File: config.mk
export PLATFORM = sky130hd
export DESIGN_NAME = lb_master
export DESIGN_NICKNAME = d
export VERILOG_FILES = /design/src/rtl/lb_master.sv
export SDC_FILE = /design/constraint.sdc
export NUM_CORES = 1
export LEC_CHECK = 0
export CAP_MARGIN = 10
export CORE_MARGIN = 5
export CORE_UTILIZATION = 45
export CTS_CLUSTER_DIAMETER = 200
export DETAILED_ROUTE_END_ITERATION = 16
export PLACE_DENSITY = 0.83
export SETUP_SLACK_MARGIN = 0.5
export SLEW_MARGIN = 20
export SYNTH_ARGS = -nofsm -noshare
export SYNTH_HDL_FRONTEND = slang
export SYNTH_SLANG_ARGS = --single-unit
File: constraint.sdc
create_clock -name clk_lb -period 3.4 [get_ports clk_lb]
set_input_delay 0.34 -clock clk_lb [delete_from_list [all_inputs] [get_ports clk_lb]]
set_output_delay 0.34 -clock clk_lb [all_outputs]
set_load 0.05 [all_outputs]
File: src/rtl/lb_master.sv
// lb_master: local bus initiator turning a command stream into
// single or incrementing-address bursts of 1-256 words.
//
// Ports:
//   clk_lb, reset_n        clock, async active-low reset
//   cmd_valid/ready/wr/    command handshake: direction, start byte
//   addr/len               address, beats minus 1
//   wr_valid/ready/data    write data stream in
//   rd_valid/data/timeout  read result strobe out (no backpressure)
//   busy                   high whenever not idle
//   lb_wr, lb_rd,          local bus strobes, address, write data
//   lb_addr, lb_wr_d
//   lb_rd_d, lb_rd_rdy     responder read data and strobe
module lb_master #(
    parameter int unsigned TIMEOUT_CYC = 255,
    parameter logic [31:0] RD_TO_DATA  = 32'hDEADBEEF
) (
    input  logic        clk_lb,
    input  logic        reset_n,
    input  logic        cmd_valid,
    output logic        cmd_ready,
    input  logic        cmd_wr,
    input  logic [31:0] cmd_addr,
    input  logic [7:0]  cmd_len,
    input  logic        wr_valid,
    output logic        wr_ready,
    input  logic [31:0] wr_data,
    output logic        rd_valid,
    output logic [31:0] rd_data,
    output logic        rd_timeout,
    output logic        busy,
    output logic        lb_wr,
    output logic        lb_rd,
    output logic [31:0] lb_addr,
    output logic [31:0] lb_wr_d,
    input  logic [31:0] lb_rd_d,
    input  logic        lb_rd_rdy
);

    typedef enum logic [1:0] {
        S_IDLE,
        S_WR,
        S_RD,
        S_RD_WAIT
    } state_t;

    localparam logic [15:0] TO_CYC = 16'(TIMEOUT_CYC);

    state_t      state_q, state_d;
    logic [31:0] addr_q, addr_d;
    logic [7:0]  beats_q, beats_d;
    logic [15:0] cnt_q, cnt_d;
    logic        cmd_ready_q, cmd_ready_d;
    logic        wr_ready_q, wr_ready_d;
    logic        busy_q, busy_d;
    logic        wr_stb_q, wr_stb_d;
    logic        rd_stb_q, rd_stb_d;
    logic [31:0] lb_addr_q, lb_addr_d;
    logic [31:0] wdata_q, wdata_d;
    logic        rd_valid_q, rd_valid_d;
    logic [31:0] rd_data_q, rd_data_d;
    logic        rd_to_q, rd_to_d;

    always_ff @(posedge clk_lb or negedge reset_n) begin
        if (!reset_n) begin
            state_q     <= S_IDLE;
            addr_q      <= '0;
            beats_q     <= '0;
            cnt_q       <= '0;
            cmd_ready_q <= 1'b1;
            wr_ready_q  <= 1'b0;
            busy_q      <= 1'b0;
            wr_stb_q    <= 1'b0;
            rd_stb_q    <= 1'b0;
            lb_addr_q   <= '0;
            wdata_q     <= '0;
            rd_valid_q  <= 1'b0;
            rd_data_q   <= '0;
            rd_to_q     <= 1'b0;
        end else begin
            state_q     <= state_d;
            addr_q      <= addr_d;
            beats_q     <= beats_d;
            cnt_q       <= cnt_d;
            cmd_ready_q <= cmd_ready_d;
            wr_ready_q  <= wr_ready_d;
            busy_q      <= busy_d;
            wr_stb_q    <= wr_stb_d;
            rd_stb_q    <= rd_stb_d;
            lb_addr_q   <= lb_addr_d;
            wdata_q     <= wdata_d;
            rd_valid_q  <= rd_valid_d;
            rd_data_q   <= rd_data_d;
            rd_to_q     <= rd_to_d;
        end
    end

    // Outputs are computed from the next state so that every bus
    // strobe and handshake appears one cycle after its cause.
    always_comb begin
        state_d    = state_q;
        addr_d     = addr_q;
        beats_d    = beats_q;
        cnt_d      = cnt_q;
        wr_stb_d   = 1'b0;
        rd_stb_d   = 1'b0;
        lb_addr_d  = lb_addr_q;
        wdata_d    = wdata_q;
        rd_valid_d = 1'b0;
        rd_data_d  = rd_data_q;
        rd_to_d    = 1'b0;

        unique case (state_q)
            S_IDLE: begin
                if (cmd_valid) begin
                    addr_d  = cmd_addr;
                    beats_d = cmd_len;
                    if (cmd_wr) begin
                        state_d = S_WR;
                    end else begin
                        // first read strobe leaves with the accept
                        state_d   = S_RD;
                        rd_stb_d  = 1'b1;
                        lb_addr_d = cmd_addr;
                    end
                end
            end
            S_WR: begin
                if (wr_valid) begin
                    wr_stb_d  = 1'b1;
                    lb_addr_d = addr_q;
                    wdata_d   = wr_data;
                    addr_d    = addr_q + 32'd4;
                    if (beats_q == 8'd0) begin
                        state_d = S_IDLE;
                    end else begin
                        beats_d = beats_q - 8'd1;
                    end
                end
            end
            S_RD: begin
                // cnt counts cycles elapsed since the lb_rd pulse
                state_d = S_RD_WAIT;
                cnt_d   = 16'd1;
            end
            S_RD_WAIT: begin
                if (lb_rd_rdy) begin
                    rd_valid_d = 1'b1;
                    rd_data_d  = lb_rd_d;
                    if (beats_q == 8'd0) begin
                        state_d = S_IDLE;
                    end else begin
                        beats_d   = beats_q - 8'd1;
                        addr_d    = addr_q + 32'd4;
                        lb_addr_d = addr_q + 32'd4;
                        rd_stb_d  = 1'b1;
                        state_d   = S_RD;
                    end
                end else if (cnt_q == TO_CYC) begin
                    rd_valid_d = 1'b1;
                    rd_data_d  = RD_TO_DATA;
                    rd_to_d    = 1'b1;
                    state_d    = S_IDLE;
                end else begin
                    cnt_d = cnt_q + 16'd1;
                end
            end
            default: begin
                state_d = S_IDLE;
            end
        endcase

        cmd_ready_d = (state_d == S_IDLE);
        wr_ready_d  = (state_d == S_WR);
        busy_d      = (state_d != S_IDLE);
    end

    assign cmd_ready  = cmd_ready_q;
    assign wr_ready   = wr_ready_q;
    assign busy       = busy_q;
    assign lb_wr      = wr_stb_q;
    assign lb_rd      = rd_stb_q;
    assign lb_addr    = lb_addr_q;
    assign lb_wr_d    = wdata_q;
    assign rd_valid   = rd_valid_q;
    assign rd_data    = rd_data_q;
    assign rd_timeout = rd_to_q;

endmodule

Word-level counts from Yosys, hierarchy flattened --
Index checks and enable logic that the tools add are counted.
Cells by class: muxes and demuxes 39, reductions and logical operators 13, equality and inequality tests 12, add/sub/neg operators 3
Operator list (count):
- $mux W32 | 9
- $pmux W32 S3 | 2
- $add A32 B3 Y32 const B | 1
- $mux W16 | 2
- $mux W8 | 4
- $pmux W16 S2 | 1
- $pmux W8 S3 | 1
- $add A16 B1 Y16 const B | 1
- $eq A16 B8 Y1 const B | 1
- $mux W2 | 7
- $ne A2 B2 Y1 const B | 7
- $mux W1 | 11
- $logic_not A8 Y1 | 1
- $pmux W2 S4 | 1
- $sub A8 B1 Y8 const B | 1
- $reduce_and A6 Y1 | 1
- $reduce_bool A2 Y1 | 3
- $reduce_and A5 Y1 | 1
- $eq A2 B1 Y1 const B | 2
- $eq A2 B2 Y1 const B | 2
- $logic_not A2 Y1 | 2
- $reduce_and A2 Y1 | 2
- $reduce_and A4 Y1 | 1
- $reduce_and A3 Y1 | 1
- other kinds (2) | 2
Storage, ports and cells: bits in registers 161, output and inout bits 103, logic and storage cells 81, input port bits 110

Depth between registers and ports, before layout --
depth in word-level cells 5, gate-level depth with buffers 10, depth with buffers taken out 7

Least setup slack after synthesis --
Ideal clock, no wire load.
path kind register to register, start register state_q[0], end register lb_addr_q[18], in the netlist lb_addr[18], setup time 0.121 ns, clock period less this slack 2.452 ns, data arrival time 2.331 ns, buffers on the path 2, data required time 3.279 ns, slack 0.948 ns, stages on the path, launching flop included 10, path through dfrtp_1 -> clkbuf_1 -> inv_1 -> ha_1 -> nor2b_1 -> a211o_1 -> a211o_1 -> buf_2 -> a221o_1 -> o22a_1
Between the ends: cells in the longest elaborated chain, start to end 3, elaborated cells on any way between the ends 11, classes of those cells 7 x eq/ne; 1 x mux; 3 x reduce/logical
RTL lines:
- start, declared | line 49 | state_t state_q, state_d;
- start signal, assigned | line 81 | state_q <= state_d;
- $eq A2 B2 Y1 (tied with other cells) | line 113 | unique case (state_q)
- $ne A2 B2 Y1 (no source line) / $reduce_bool A3 Y1 (equally long branches)
- $reduce_and A6 Y1 (no source line)
- end signal, assigned | line 90 | lb_addr_q <= lb_addr_d;
- end, declared | line 58 | logic [31:0] lb_addr_q, lb_addr_d;
Parallel ways exist; a longest one is shown, timed or not. A chain may end at the register's enable or synchronous reset.

Worst setup path after layout --
start register state_q[0], end register addr_q[17]
Between the ends: cells in the longest elaborated chain, start to end 3, elaborated cells on any way between the ends 10, classes of those cells 6 x eq/ne; 1 x mux; 3 x reduce/logical
RTL lines:
- $eq A2 B2 Y1 (tied with other cells) | line 113
- $ne A2 B2 Y1 (no source line) / $reduce_bool A3 Y1 (equally long branches)
- $reduce_and A5 Y1 (no source line)
- end signal, assigned | line 82 | addr_q <= addr_d;
- end, declared | line 50 | logic [31:0] addr_q, addr_d;
Parallel ways exist; a longest one is shown, timed or not.

==> metrics.txt <==
status=finished, final reports clean; most frequent CP cell=a21oi_1; final setup margin=between 0.7 and 0.8 ns; Core Util, Final=62.21%; root buf cell=clkbuf_16; Power Total=13050 uW; Vert. Die Dim=about 150 um; First-pass DRT Iterations=5; Max Freq=roughly 370 MHz; Switching Share=between 40% and 50%; via count=roughly 7500; setup tns final=0 ns; die area=between 20000 and 25000 sq um; routed length per instance=about 19 um; H-tree levels=4; Synth Area in Compound Gates=between 20% and 30%; leak pwr=approximately 0.0045 uW; Avg Inst Size Synth=just under 10 sq um; clock sinks=roughly 160; register share of total power=between 20 and 30%; post-CTS setup buffer count=0; share of layout cells above drive strength 1=approximately a tenth; routability cong.=around 0.9; Psw=6367 uW; I/O Pins=~210; Yosys warning count=0; Initial Util=between 40% and 50%; Int Pwr=around 6700 uW; clock skew=about 0.0076 ns; initial antenna violation count=1; library cells used by synthesis=76; Post-Synth Simple-Gate Area=about 17%; top_reg_cell synth=dfrtp_1; worst-path maximum fanout=13; vias in the first global route=about 7300; Fin. Hold Viols=0; slowest CP cell=a211oi_4; Tcrit/Tclk final=between 70% and 80%; Post-Synth Adder-Cell Area=~1.2%; mux share of post-synthesis cell area=approximately 5%; worst hold-check path type=flop to flop; critical path's top delay family=compound AO/OA/AOI/OAI gates; critical path's largest stage delay=0.62 ns; slew margin rel.=around 47%; pin count of the biggest net entering global routing=70; placed wire-length estimate=16.88 mm; First DRT Iteration DRCs=between 500 and 600; Clk pwr share=between 15 and 20%; Post-DRT Antenna Nets=0; area delta synth->final=35.69%; combinational share of power=between 50% and 60%; Slew Viols, Final=0; Yosys reg bits=~160; Syn Inst Count=around 840; WP buf/inv=2; Clock Pin Slew Worst Setup and Hold Paths=0.07 ns; minimum clock period after layout=around 2.7 ns; Place WS=roughly 0.43 ns; maximum vdd drop=around 0.84 mV; syn nets=956; Post-Syn Area=just over 8000 sq um; first-pass GRT wire length=39.27 mm; sequential fraction of the synthesis area=48.94%; Num CTS Buffers=17; RSZ-0062 raised after global routing=false; main combinational cell family by area after synthesis=compound AO/OA/AOI/OAI gates; Global Route Usage Sum=~22%; via density per instance=slightly below 6; slew at the pin closest to its max-slew limit=0.7953 ns; PortBufs=roughly 210; Std-Cell Rows=49; Max Buffers Root-to-Sink=2; max_cap viols=0; Core Area=17960 sq um; Post-Synth XOR/XNOR Area=1.489%; CTS tree=built; crit path kind=flop to flop; FFs w/ async S/R, synth=100.0%; Die Wd=between 100 and 150 um; CP arrival=~3.0 ns; startpoint types=flop; Total Wirelength=24.11 mm; Residual DRC=0; grt total ovfl=0; crit-path cells=inv_1 -> ha_1 -> nor2b_1 -> a211o_1 -> a211oi_4 -> buf_4 -> a21oi_1 -> a21oi_1; critical path required time=around 3.7 ns; Crit. End Element=flop; PD cells=~1200 nW/um^2; clock latency on the worst-skew pair=~0.43 ns; Final nets=1139; Finish-stage setup viols=0; EDFF count, synth=0
## sequential cells by signal (all words and copies together), names as in the netlist, 2 cells and up
name / count
rd_data: 32
state_q: 2
lb_wr_d: 32
lb_addr: 32
beats_q: 8
addr_q: 32
cnt_q: 16
## worst min-delay path: stages (launching register included)
cell,delay [ns]
dfrtp_1,0.35
nand2_1,0.05
o21ai_0,0.06
## cell usage in the layout, fill, tap and decap left out, types with 9 or more instances in the layout
| cell | synthesis | layout |
|---|---|---|
| buf_4 | 2 | 16 |
| dfrtp_1 | 160 | 159 |
| and2_1 | 9 | 9 |
| clkbuf_16 | 0 | 17 |
| o22ai_1 | 15 | 15 |
| nand3_1 | 25 | 25 |
| nand2_1 | 65 | 65 |
| nor3_1 | 17 | 17 |
| xor2_1 | 13 | 13 |
| a2bb2oi_1 | 12 | 12 |
| clkdlybuf4s50_1 | 0 | 211 |
| nor2_1 | 62 | 61 |
| o22a_1 | 26 | 26 |
| a21oi_1 | 70 | 70 |
| mux2_2 | 34 | 34 |
| inv_1 | 14 | 14 |
| a221oi_1 | 13 | 13 |
| a31oi_1 | 10 | 10 |
| and3_1 | 11 | 11 |
| o21ai_0 | 59 | 59 |
| nand4_1 | 18 | 18 |
## power groups by stage
stage	registers (uW)	clock network, uW	logic, uW
final	3600	2000	7460
after global routing	3710	2100	7980
after CTS	3580	2020	7420
after detailed placement	3600	0	7370
after global placement	3550	0	7220
after floorplan	5390	0	3250
## per-layer routing
layer	GRT usage, %	wire length [um]	vias up
met5	0	0	-
li1	-	-	3501
met4	6.810	477	0
met3	4.677	1636	39
met2	37.43	11660	314
met1	29.40	10340	3658
## final timing paths
path	slack, ns	cells past startpoint	start	end
min in group asynchronous	0.50	2	reset_n	lb_wr_d[14]
worst min register to register	0.48	2	lb_addr[3]	lb_addr[3]
worst max-delay path	0.70	8	state_q[0]	addr_q[17]
worst min-delay path	0.48	2	lb_addr[3]	lb_addr[3]
worst max register to register	0.70	8	state_q[0]	addr_q[17]
max in group asynchronous	2.04	3	reset_n	lb_addr[24]
## cell type report
cell class	instances	area, sq um
diodes	1	2.502
clock buffers	17	425.4
clock inverters	14	178.9
inverters	15	56.30
flip-flops and latches	161	4031
well taps	229	286.5
repair buffers	231	2293
fillers	1471	6789
multi-input cells	595	3900
## what timing repair did
item | 4_1_cts | 5_1_grt
gates resized for setup | 1 | 3
cloned | 0 | 0
setup endpoints to repair | 8 | 37
hold buffers | 1 | 0
endpoints found under the hold margin | 66 | 0
## cell usage after synthesis, drive strengths merged, types with 11 or more instances
| library cell | count | area, sq um |
|---|---|---|
| dfrtp | 160 | 4004 |
| a21oi | 70 | 350.3 |
| nand2 | 65 | 244.0 |
| nor2 | 63 | 239.0 |
| o21ai | 60 | 304.0 |
| clkbuf | 48 | 181.4 |
| mux2 | 34 | 382.9 |
| nand3 | 26 | 142.6 |
| o22a | 26 | 227.7 |
| nand4 | 21 | 167.7 |
| buf | 19 | 106.4 |
| nor3 | 17 | 85.08 |
| o22ai | 15 | 93.84 |
| inv | 14 | 52.55 |
| a221oi | 13 | 113.9 |
| xor2 | 13 | 113.9 |
| a2bb2oi | 12 | 105.1 |
| and3 | 11 | 68.82 |
## cells by family after synthesis
logic type / Yosys count
flip-flops: 161
AND/OR/NAND/NOR: 261
AO/OA/AOI/OAI: 274
buffers and inverters: 82
XOR/XNOR: 14
multiplexers: 38
adder cells (fa/ha/maj): 8
## stage by stage
step	area, sq um	cells	hold WS, ns
floorplan	8235	838	0.04441
global placement	10520	1229	0.3826
detailed placement	10520	1229	0.3914
CTS	11140	1261	0.4891
global route	11170	1263	0.4973
finish	11170	1263	0.4828
No activity file was read; power rests on OpenSTA's default activity.
